===== src/rtl/turret_sequencer.sv =====
// Turret fire sequencer: jogs or auto-aims the X/Y servos one angle code per
// PWM frame, settles, holds the trigger servo at FIRE_ANGLE, retracts it and
// reports completion with a one-cycle o_Done pulse.
// Optional feature macro: FIRE_COOLDOWN_EN adds a COOLDOWN lockout state after
// RETRACT that keeps o_Busy high for COOLDOWN_FRAMES frames.
module turret_sequencer #(
  parameter int unsigned SETTLE_FRAMES   = 5,
  parameter int unsigned FIRE_FRAMES     = 25,
  parameter logic [3:0]  FIRE_ANGLE      = 4'd8,
  parameter int unsigned COOLDOWN_FRAMES = 50
) (
  input  logic       i_Clk,
  input  logic       clr,
  input  logic       i_Frame_Tick,
  input  logic       i_Manual,
  input  logic [3:0] i_Jog,
  input  logic       i_Fire_Req,
  input  logic [3:0] i_X_Target,
  input  logic [3:0] i_Y_Target,
  output logic [3:0] o_X_Angle,
  output logic [3:0] o_Y_Angle,
  output logic [3:0] o_Fire_Angle,
  output logic       o_Busy,
  output logic       o_Done
);

  localparam logic [3:0] CENTRE      = 4'd7;
  localparam logic [7:0] SETTLE_LAST = 8'(SETTLE_FRAMES - 1);
  localparam logic [7:0] FIRE_LAST   = 8'(FIRE_FRAMES - 1);

  // Frame counts are held in an 8-bit counter, so each must lie in 1..255.
  if (SETTLE_FRAMES == 0 || SETTLE_FRAMES > 255 ||
      FIRE_FRAMES == 0 || FIRE_FRAMES > 255 ||
      COOLDOWN_FRAMES == 0 || COOLDOWN_FRAMES > 255) begin : g_param_check
    $error("turret_sequencer: frame counts must be in 1..255");
  end

`ifdef FIRE_COOLDOWN_EN
  localparam logic [7:0] COOL_LAST = 8'(COOLDOWN_FRAMES - 1);
  typedef enum logic [2:0] {IDLE, AIM, SETTLE, FIRE, RETRACT, COOLDOWN} state_t;
`else
  typedef enum logic [2:0] {IDLE, AIM, SETTLE, FIRE, RETRACT} state_t;
`endif

  state_t     state_q, state_d;
  logic [7:0] cnt_q;
  logic [3:0] x_q, y_q;
  logic [3:0] tx_q, ty_q;
  logic       done_q;
  logic       on_target;

  // Move one code toward the target, or stay if already there.
  function automatic logic [3:0] step_toward(input logic [3:0] cur, input logic [3:0] tgt);
    if (cur < tgt)      return cur + 4'd1;
    else if (cur > tgt) return cur - 4'd1;
    else                return cur;
  endfunction

  // Saturating jog on one axis; requesting both directions cancels out.
  function automatic logic [3:0] jog_axis(input logic [3:0] cur, input logic dec, input logic inc);
    if (dec && !inc && cur != 4'd0)  return cur - 4'd1;
    if (inc && !dec && cur != 4'd15) return cur + 4'd1;
    return cur;
  endfunction

  assign on_target = (x_q == tx_q) && (y_q == ty_q);

  // Next-state decision; frame-counted states advance on the tick that completes their count.
  always_comb begin
    state_d = state_q;
    case (state_q)
      IDLE:    if (i_Fire_Req) state_d = AIM;
      AIM:     if (on_target) state_d = SETTLE;
      SETTLE:  if (i_Frame_Tick && cnt_q == SETTLE_LAST) state_d = FIRE;
      FIRE:    if (i_Frame_Tick && cnt_q == FIRE_LAST) state_d = RETRACT;
`ifdef FIRE_COOLDOWN_EN
      RETRACT:  if (i_Frame_Tick) state_d = COOLDOWN;
      COOLDOWN: if (i_Frame_Tick && cnt_q == COOL_LAST) state_d = IDLE;
`else
      RETRACT:  if (i_Frame_Tick) state_d = IDLE;
`endif
      default: state_d = IDLE;
    endcase
  end

  // State register, per-state frame counter (cleared on every state change) and done pulse.
  always_ff @(posedge i_Clk or posedge clr) begin
    if (clr) begin
      state_q <= IDLE;
      cnt_q   <= 8'd0;
      done_q  <= 1'b0;
    end else begin
      state_q <= state_d;
      done_q  <= (state_d == IDLE) && (state_q != IDLE);
      if (state_d != state_q)  cnt_q <= 8'd0;
      else if (i_Frame_Tick)   cnt_q <= cnt_q + 8'd1;
    end
  end

  // Servo angle registers: jogged in IDLE, stepped toward the latched target in AIM, held elsewhere.
  always_ff @(posedge i_Clk or posedge clr) begin
    if (clr) begin
      x_q  <= CENTRE;
      y_q  <= CENTRE;
      tx_q <= 4'd0;
      ty_q <= 4'd0;
    end else begin
      case (state_q)
        IDLE: begin
          if (i_Fire_Req) begin
            tx_q <= i_Manual ? x_q : i_X_Target;
            ty_q <= i_Manual ? y_q : i_Y_Target;
          end else if (i_Manual && i_Frame_Tick) begin
            x_q <= jog_axis(x_q, i_Jog[0], i_Jog[1]);
            y_q <= jog_axis(y_q, i_Jog[3], i_Jog[2]);
          end
        end
        AIM: begin
          if (i_Frame_Tick) begin
            x_q <= step_toward(x_q, tx_q);
            y_q <= step_toward(y_q, ty_q);
          end
        end
        default: ;
      endcase
    end
  end

  assign o_X_Angle    = x_q;
  assign o_Y_Angle    = y_q;
  assign o_Fire_Angle = (state_q == FIRE) ? FIRE_ANGLE : 4'd0;
  assign o_Busy       = (state_q != IDLE);
  assign o_Done       = done_q;

endmodule

===== config.mk =====
export PLATFORM = sky130hd
export DESIGN_NAME = turret_sequencer
export DESIGN_NICKNAME = d
export VERILOG_FILES = /design/src/rtl/turret_sequencer.sv
export SDC_FILE = /design/constraint.sdc
export NUM_CORES = 1
export LEC_CHECK = 0
export ABC_AREA = 1
export CORE_MARGIN = 2
export CORE_UTILIZATION = 55
export DETAILED_ROUTE_END_ITERATION = 16
export PLACE_DENSITY = 0.81
export SYNTH_ARGS = -nofsm -noshare
export SYNTH_HDL_FRONTEND = slang
export SYNTH_SLANG_ARGS = --single-unit

===== constraint.sdc =====
create_clock -name i_Clk -period 2 [get_ports i_Clk]
set_input_delay 0.4 -clock i_Clk [delete_from_list [all_inputs] [get_ports i_Clk]]
set_output_delay 0.4 -clock i_Clk [all_outputs]
set_load 0.05 [all_outputs]

* After elaboration in Yosys (flattened, before gate mapping) *
Cells that the tools add are included.

word-level totals
  bits in registers = 28
  output and inout port bits = 14
  input bits = 17
  logic and storage cells = 110

cells by class
  add/sub/neg operators = 5
  reductions and logical operators = 27
  equality and inequality tests = 18
  order comparisons = 4
  muxes and demuxes = 49

operators by type and width
  kind                                               number
  2-to-1 mux 4 bit                                   21
  2-to-1 mux 1 bit                                   18
  2-to-1 mux 8 bit                                   2
  case mux 4 bit (2 select lines)                    2
  2-to-1 mux 3 bit                                   5
  case mux 3 bit (5 select lines)                    1
  logical AND 1 bit                                  13
  inequality test 3 bit (second input constant)      4
  AND reduction 6 bit                                2
  adder 4 x 1 -> 4 bit (second input constant)       2
  adder 8 x 1 -> 8 bit (second input constant)       1
  == test 4 bit                                      2
  == test 8 x 3 -> 1 bit (second input constant)     1
  == test 8 x 5 -> 1 bit (second input constant)     1
  greater-than comparator 4 bit                      2
  less-than comparator 4 bit                         2
  inequality test 4 bit (second input constant)      2
  nonzero test 4 bit                                 2
  subtractor 4 x 1 -> 4 bit (second input constant)  2
  == test 3 x 2 -> 1 bit (second input constant)     2
  zero test 3 bit                                    2
  inequality test 2 bit (second input constant)      3
  zero test 1 bit                                    4
  nonzero test 2 bit                                 2
  other kinds (5)                                    5

* Depth between registers and ports, before layout *
Gate-level depths: netlist of the first run.

  depth in word-level cells = 16
  depth in mapped cells = 12
  mapped depth without buffers = 12

* Worst setup path after synthesis of the first run *
Ideal clock, no wire load.

  kind = register -> register
  start point = reg x_q[0], in the netlist o_X_Angle[0]
  end point = reg cnt_q[4]
  setup slack = 0.011 ns
  period minus slack after synthesis = 1.989 ns
  data required time = 1.878 ns
  buffers on the path = 0
  arrival time = 1.867 ns
  setup time = 0.122 ns
  stages on the path, launching flop included = 12
  path through = dfstp_2 inv_1 ha_1 nand2_1 nor2_1 nand2_1 nand2_1 nand4_1 nand2_1 nand2_2 nand2_4 nor2_2

on the way
  word-level cells in the longest chain between the ends = 6
  elaborated cells between the ends (all ways) = 7
  classes of those cells = eq/ne: 2; mux: 3; reduce/logical: 2

RTL lines
  item                                                    RTL line  source
  start: declaration                                      47        logic [3:0] x_q, y_q;
  start signal: assignment                                114       x_q <= jog_axis(x_q, i_Jog[0], i_Jog[1]);
  start signal: assignment                                120       x_q <= step_toward(x_q, tx_q);
  == test 4 bit *                                         66        assign on_target = (x_q == tx_q) && (y_q == ty_q);
  logical AND 1 bit *                                     66
  2-to-1 mux 3 bit *                                      73        AIM: if (on_target) state_d = SETTLE;
  case mux 3 bit (5 select lines) *                       71        case (state_q)
  via state_d[0]                                          45        state_t state_q, state_d;
  inequality test 3 bit *                                 95        if (state_d != state_q) cnt_q <= 8'd0;
  2-to-1 mux 8 bit or nonzero test 2 bit (tied branches)  n/a
  end signal: assignment                                  96        else if (i_Frame_Tick) cnt_q <= cnt_q + 8'd1;
  end: declaration                                        46        logic [7:0] cnt_q;

Mark *: on every way through the listed nets, which the timed path passes. The rest lies on a longest branch.
A chain may end at the register's enable or synchronous reset.

* Final worst setup path of the first run *
Ends and elaborated chain as after synthesis.

==> metrics.cfg, run 1 <==
[cells_and_area]
antennaDiodeCount=0
final_core_util=0.6961
drive_gt1_frac=0.2198
final_common_cell=nand2_1
regArea_sq_um=709.4
final_cell_count_no_fill=371
multi_input_area_sq_um=1255
layout_common_cells=71 x nand2_1, 31 x inv_1, 24 x nand3_1
n_fill_cell=333
finalInstanceArea_sq_um=2567
fin_nets=356
syn2layout_area_growth_pct=19.93

[sta]
setup_violations=0
timing.hold.ws_ns=0.4968
fmax_ghz=0.5450
timing.final.ws_setup_ns=0.1650
fin_tns_setup_ns=0
rsz0062_at_grt=false
relSlewSlack=0.6683
hold_viol_final=0
worst_pin_slew_ns=0.4961
period_needed_ns=1.835
drv_slew=0
fin_crit_sh=0.9175
clock_skew_ns=0.003960

[global_route]
grt_pass1_vias=1815
grt_pass1_wl_um=7790
grt-ovfl-total=0
grt_antenna_before_repair=0
track_usage=0.2289
grt_max_degree=29

[run]
maxCapViolCount=0

[clocking]
cts.sinks=28
holdBufCountCts=0
cts_tree=built
cts-buffers-inserted=3
ctsLongestPathBuffers=2
clk_pin_slew_ns=0.09
htreeDepth=1
cts_root_buf=clkbuf_8
clock_latency_ns=0.27

[drt]
wl_met2_um=2002
drt-wirelength-per-cell_um=11.89
antenna_left=0
vias=1923
route.met3.wl_um=248
wl_met1_um=2092
highest_layer=met4
first_pass_iters=5
drtIter0Drc=190
drc=0
wl_um=4413
drt-vias-per-instance=5.183

[critical_path]
worstPathCellList=inv_1, ha_1, nand2_1, nor2_2, nand2_1, nand2_1, nand4_1, nand2_1, nand2_2, nand2_4, nor2_2
crit_path_max_fanout=8
r2r-start=o_X_Angle[0]$_DFFE_PP1P_
cp_slowest_cell=dfstp_2
worstSetupPathType=reg -> reg
start_kind=flop
worstPathRequired_ns=2.16
startpoint=o_X_Angle[0]$_DFFE_PP1P_
cpMostUsedCell=nand2_1
end_kind=flop
crit_arrival_ns=2.00
max_stage_delay_ns=0.54

[die]
num_rows=22
start_util=0.5804
ios=31
dieArea_sq_um=4408
coreArea_sq_um=3689
dieHeight_um=66.39
die_x_um=66.39

[logic_synthesis]
synth_edf_count=0
yosysWarningCount=0
synth.distinct_cells=34
synth_area_sq_um=2141
synth-async-reset-ratio=1.000
ys_seq_area_frac=0.3308
synth_ff_type=dfrtp_1
synthCells=287
ys_ff_latch=28
avgSynthCellArea_sq_um=7.459

[outcome]
run_status=complete, no violations

[power]
vdd_drop_max_uv=742.3
switching_power_mw=2.221
total_power_mw=4.234
p_int_mw=2.013
leakage_nw=1.285
power_frac_seq=0.229
p_clk_frac=0.071
pwr-share-comb=0.700
swShare=0.5246
power.density_nw_per_um2=1649

[placement]
portBuffers=27
post-dp-hpwl_um=3391
postPlaceCellArea_sq_um=2490
dp_cells=366
place.gp.congestion=0.8815
dp_slack_ns=-0.02026

[hold_path]
min_path_type=in -> async

==> what timing repair did <==
action | CTS | global route
setup buffers | 0 | 2
endpoints found under the setup margin | 0 | 13
resized for setup | 0 | 6
==> flip-flops by register name, indices dropped and copies added (netlist names) <==
name	count
ty_q	4
o_X_Angle	4
state_q	3
tx_q	4
o_Done	1
o_Y_Angle	4
cnt_q	8
==> cell families (layout without fill, tap and decap cells) <==
kind of cell               count (synthesis)  in the layout  share of synthesized area
DFF                                       28             28                     0.3308
xor gates and xnor gates                  15             15                    0.06488
AOI/OAI and AO/OA                         39             39                     0.1058
other                                      1              3                   0.001752
and+or+nand+nor                          143            143                     0.3191
buffers and inverters                     47             81                    0.09585
adders and majority gates                 14             14                    0.08182
==> area by class of cell <==
cell class	count	share of cell area
timing repair buffer	40	0.1384
clock buffer	3	0.01608
tap	48	0.02339
sequential	28	0.2763
multi-input combinational	214	0.4888
inverter	38	0.05702
==> layer usage <==
metal / track usage / vias to the layer above
met3: 0.02555 / 6
met1: 0.3090 / 870
met5: 0 / -
li1: - / 981
met2: 0.3775 / 66
met4: 0.08163 / 0
==> power by group through the flow <==
stage	registers [mW]	clock network (mW)	logic, mW
5_1_grt	0.996	0.338	3.31
6_report	0.971	0.301	2.96
2_1_floorplan	1.27	0	1.92
4_1_cts	0.982	0.310	2.84
3_5_place_dp	0.992	0	2.82
3_3_place_gp	0.988	0	2.74
==> final timing paths <==
path / end / slack (ns) / cells past startpoint
setup / recovery: cnt_q[4]$_DFFE_PP0P_ / 0.17 / 11
max in group asynchronous: o_X_Angle[0]$_DFFE_PP1P_ / 1.20 / 3
hold reg to reg: tx_q[0]$_DFFE_PP0P_ / 0.50 / 2
setup reg to reg: cnt_q[4]$_DFFE_PP0P_ / 0.17 / 11
hold / removal: ty_q[2]$_DFFE_PP0P_ / 0.50 / 3
min in group i_Clk: tx_q[0]$_DFFE_PP0P_ / 0.50 / 2
==> critical path: cells and delay by family, from the launching register on <==
family	cells	cell delay [ns]
simple gates	9	0.83
flops	1	0.54
fa+ha+maj	1	0.28
buf+inv	1	0.08
==> cells in the mapped netlist, types with 3 or more instances <==
| cell | count | area, sq um |
|---|---|---|
| o21ai_1 | 3 | 15.01 |
| nand2_1 | 71 | 266.5 |
| xor2_1 | 11 | 96.34 |
| o211ai_1 | 6 | 45.04 |
| dfrtp_1 | 22 | 550.5 |
| nor2_2 | 11 | 68.82 |
| inv_2 | 5 | 18.77 |
| o21ai_2 | 3 | 26.28 |
| o21ai_0 | 20 | 100.1 |
| buf_4 | 4 | 30.03 |
| nand2_4 | 4 | 45.04 |
| inv_1 | 31 | 116.4 |
| dfstp_2 | 6 | 157.7 |
| ha_1 | 14 | 175.2 |
| nand3_1 | 26 | 130.1 |
| nand2_2 | 4 | 25.02 |
| xnor2_1 | 3 | 26.28 |
| a21oi_1 | 5 | 25.02 |
| nor2_1 | 18 | 67.56 |
Note: power is estimated with default switching activity, not from simulation.
==> run 2, diff against run 1 <==
--- a/config.mk
+++ b/config.mk
@@ -6,8 +6,9 @@
 export NUM_CORES = 1
 export LEC_CHECK = 0
 export ABC_AREA = 1
-export CORE_MARGIN = 2
+export CORE_MARGIN = 3
 export CORE_UTILIZATION = 55
+export CTS_CLUSTER_DIAMETER = 80
 export DETAILED_ROUTE_END_ITERATION = 16
 export PLACE_DENSITY = 0.81
 export SYNTH_ARGS = -nofsm -noshare
==> metrics.cfg, run 2 (synthesized netlist as in run 1, its figures left out) <==
[critical_path]
crit_arrival_ns=2.03  ; +0.03 ns
worstSetupPathType=reg -> reg
r2r-start=o_Y_Angle[0]$_DFFE_PP1P_
crit_path_max_fanout=8  ; unchanged
startpoint=o_Y_Angle[0]$_DFFE_PP1P_
end_kind=flop
rr_worst_depth=11  ; unchanged
r2r-end=cnt_q[3]$_DFFE_PP0P_
worstPathRequired_ns=2.17  ; about the same
start_kind=flop
ff2ff_setup_slack_ns=0.14  ; -0.03 ns

[drt]
drt-wirelength-per-cell_um=11.99  ; +0.77%
drt-vias-per-instance=5.111  ; -1.4%
antenna_left=0  ; unchanged
drc=0  ; unchanged
drtIter0Drc=109  ; -43%
wl_um=4435  ; +0.50%
vias=1891  ; -1.7%
first_pass_iters=4  ; -1

[placement]
place.gp.congestion=0.9025  ; +2.4%
portBuffers=27  ; unchanged
post-dp-hpwl_um=3434  ; +1.3%
dp_slack_ns=0.02985  ; +0.05012 ns

[global_route]
grt_pass1_vias=1719  ; -5.3%
grt-ovfl-total=0  ; unchanged
grt_antenna_before_repair=0  ; unchanged
track_usage=0.2071  ; -0.02182
grt_max_degree=29  ; unchanged
grt_pass1_wl_um=7445  ; -4.4%

[cells_and_area]
final_common_cell=nand2_1
fin_nets=354  ; -0.56%
top_register=cnt_q
largest_reg_flops=8  ; unchanged
final_core_util=0.6879  ; -0.008186
drive_gt1_frac=0.2081  ; -0.01174
syn2layout_area_growth_pct=19.40
antennaDiodeCount=0  ; unchanged
layout_common_cells=71 x nand2_1, 31 x inv_1, 25 x nand3_1

[clocking]
clock_latency_ns=0.27  ; about the same
cts-buffers-inserted=3  ; unchanged
post_cts_buffers=0  ; unchanged
htreeDepth=1  ; unchanged
cts_tree=built
cts_root_buf=clkbuf_8
ctsLongestPathBuffers=2  ; unchanged
clk_pin_slew_ns=0.09  ; about the same
cts_resized=0  ; unchanged
holdBufCountCts=0  ; unchanged
cts.sinks=28  ; unchanged

[die]
num_rows=22  ; unchanged
dieArea_sq_um=4677  ; +6.1%
ios=31  ; unchanged
start_util=0.5761  ; -0.004299
coreArea_sq_um=3716  ; +0.75%
die_x_um=68.39  ; +3.0%
dieHeight_um=68.39  ; +3.0%

[power]
power.density_nw_per_um2=1657  ; +0.50%
p_int_mw=2.044  ; +1.5%
swShare=0.5175  ; -0.007048
pwr-share-comb=0.686  ; -0.014
switching_power_mw=2.193  ; -1.3%
p_clk_frac=0.082  ; +0.011
power_frac_seq=0.232  ; +0.003
leakage_nw=1.281  ; -0.27%
vdd_drop_max_uv=743.9  ; +0.22%

[sta]
timing.hold.ws_ns=0.4850  ; -0.01180 ns
rsz0062_at_grt=false
fin_crit_sh=0.9300  ; +0.01250
fin_tns_setup_ns=0  ; unchanged
fmax_ghz=0.5376  ; -1.3%
setup_violations=0  ; unchanged
drv_slew=0  ; unchanged
timing.final.ws_setup_ns=0.1400  ; -0.02501 ns
hold_viol_final=0  ; unchanged
clock_skew_ns=0.002968  ; -0.0009926 ns
period_needed_ns=1.860  ; +0.02501 ns

[outcome]
run_status=complete, no violations

[hold_path]
min_path_type=in -> async

[run]
maxCapViolCount=0  ; unchanged

## run 2: changes by cell type in the layout (fill, tap and decap cells not counted), sizes merged
cell,previous run,this run
clkbuf,3,4
buf,23,21
## run 2: area by class of cell
cell class | instances | area (sq um)
well taps | 48 | 60.06
repair buffers | 38 | 340.3
fillers | 314 | 1160
multi-input cells | 214 | 1246
flip-flops and latches | 28 | 708.2
clock buffers | 4 | 55.05
inverters | 38 | 146.4
## run 2: worst max path at each step
stage / to / slack, ns / depth (start not counted)
after floorplan: cnt_q[4]$_DFFE_PP0P_ / 0.01 / 11
after global placement: cnt_q[4]$_DFFE_PP0P_ / 0.10 / 10
after detailed placement: cnt_q[7]$_DFFE_PP0P_ / 0.03 / 11
after CTS: o_X_Angle[1]$_DFFE_PP1P_ / 0.12 / 10
after global routing: cnt_q[4]$_DFFE_PP0P_ / 0.02 / 11
final: cnt_q[3]$_DFFE_PP0P_ / 0.14 / 11
## run 2: metrics by stage
step / instance area [sq um] / instances / total power, mW
floorplan: 2148 / 289 / 3.181
global placement: 2490 / 366 / 3.766
detailed placement: 2490 / 366 / 3.837
CTS: 2545 / 370 / 4.221
global route: 2556 / 370 / 4.630
finish: 2556 / 370 / 4.237
## run 2: per-layer routing
metal / GRT usage / part of all wire / vias up / wire length (um)
li1: - / - / 986 / -
met1: 0.2783 / 0.47 / 849 / 2083
met2: 0.3468 / 0.48 / 48 / 2109
met3: 0.01970 / 0.041 / 8 / 182
met4: 0.06700 / 0.013 / 0 / 59
met5: 0 / 0 / - / 0
## run 2: critical path, cell delays in order (launching register included)
cell     delay (ns)
dfstp_2        0.55
inv_1          0.06
ha_1           0.27
nand2_1        0.05
nor2_1         0.15
nand2_1        0.10
nand2_1        0.09
nand4_1        0.14
nand2_1        0.10
nand2_2        0.07
nand2_4        0.14
nor2_2         0.05
## run 2: power by group through the flow
stage | clock network (mW) | registers (mW) | logic (mW)
6_report | 0.348 | 0.982 | 2.91
5_1_grt | 0.380 | 1.02 | 3.23
4_1_cts | 0.362 | 0.985 | 2.87
3_5_place_dp | 0 | 0.994 | 2.84
3_3_place_gp | 0 | 0.989 | 2.78
2_1_floorplan | 0 | 1.27 | 1.92
==> run 3, diff against run 2 <==
--- a/config.mk
+++ b/config.mk
@@ -11,6 +11,7 @@
 export CTS_CLUSTER_DIAMETER = 80
 export DETAILED_ROUTE_END_ITERATION = 16
 export PLACE_DENSITY = 0.81
+export SKIP_CTS_REPAIR_TIMING = 1
 export SYNTH_ARGS = -nofsm -noshare
 export SYNTH_HDL_FRONTEND = slang
 export SYNTH_SLANG_ARGS = --single-unit
==> results of run 3 <==
The final DEF is identical to that of run 2; final timing and power are the same.
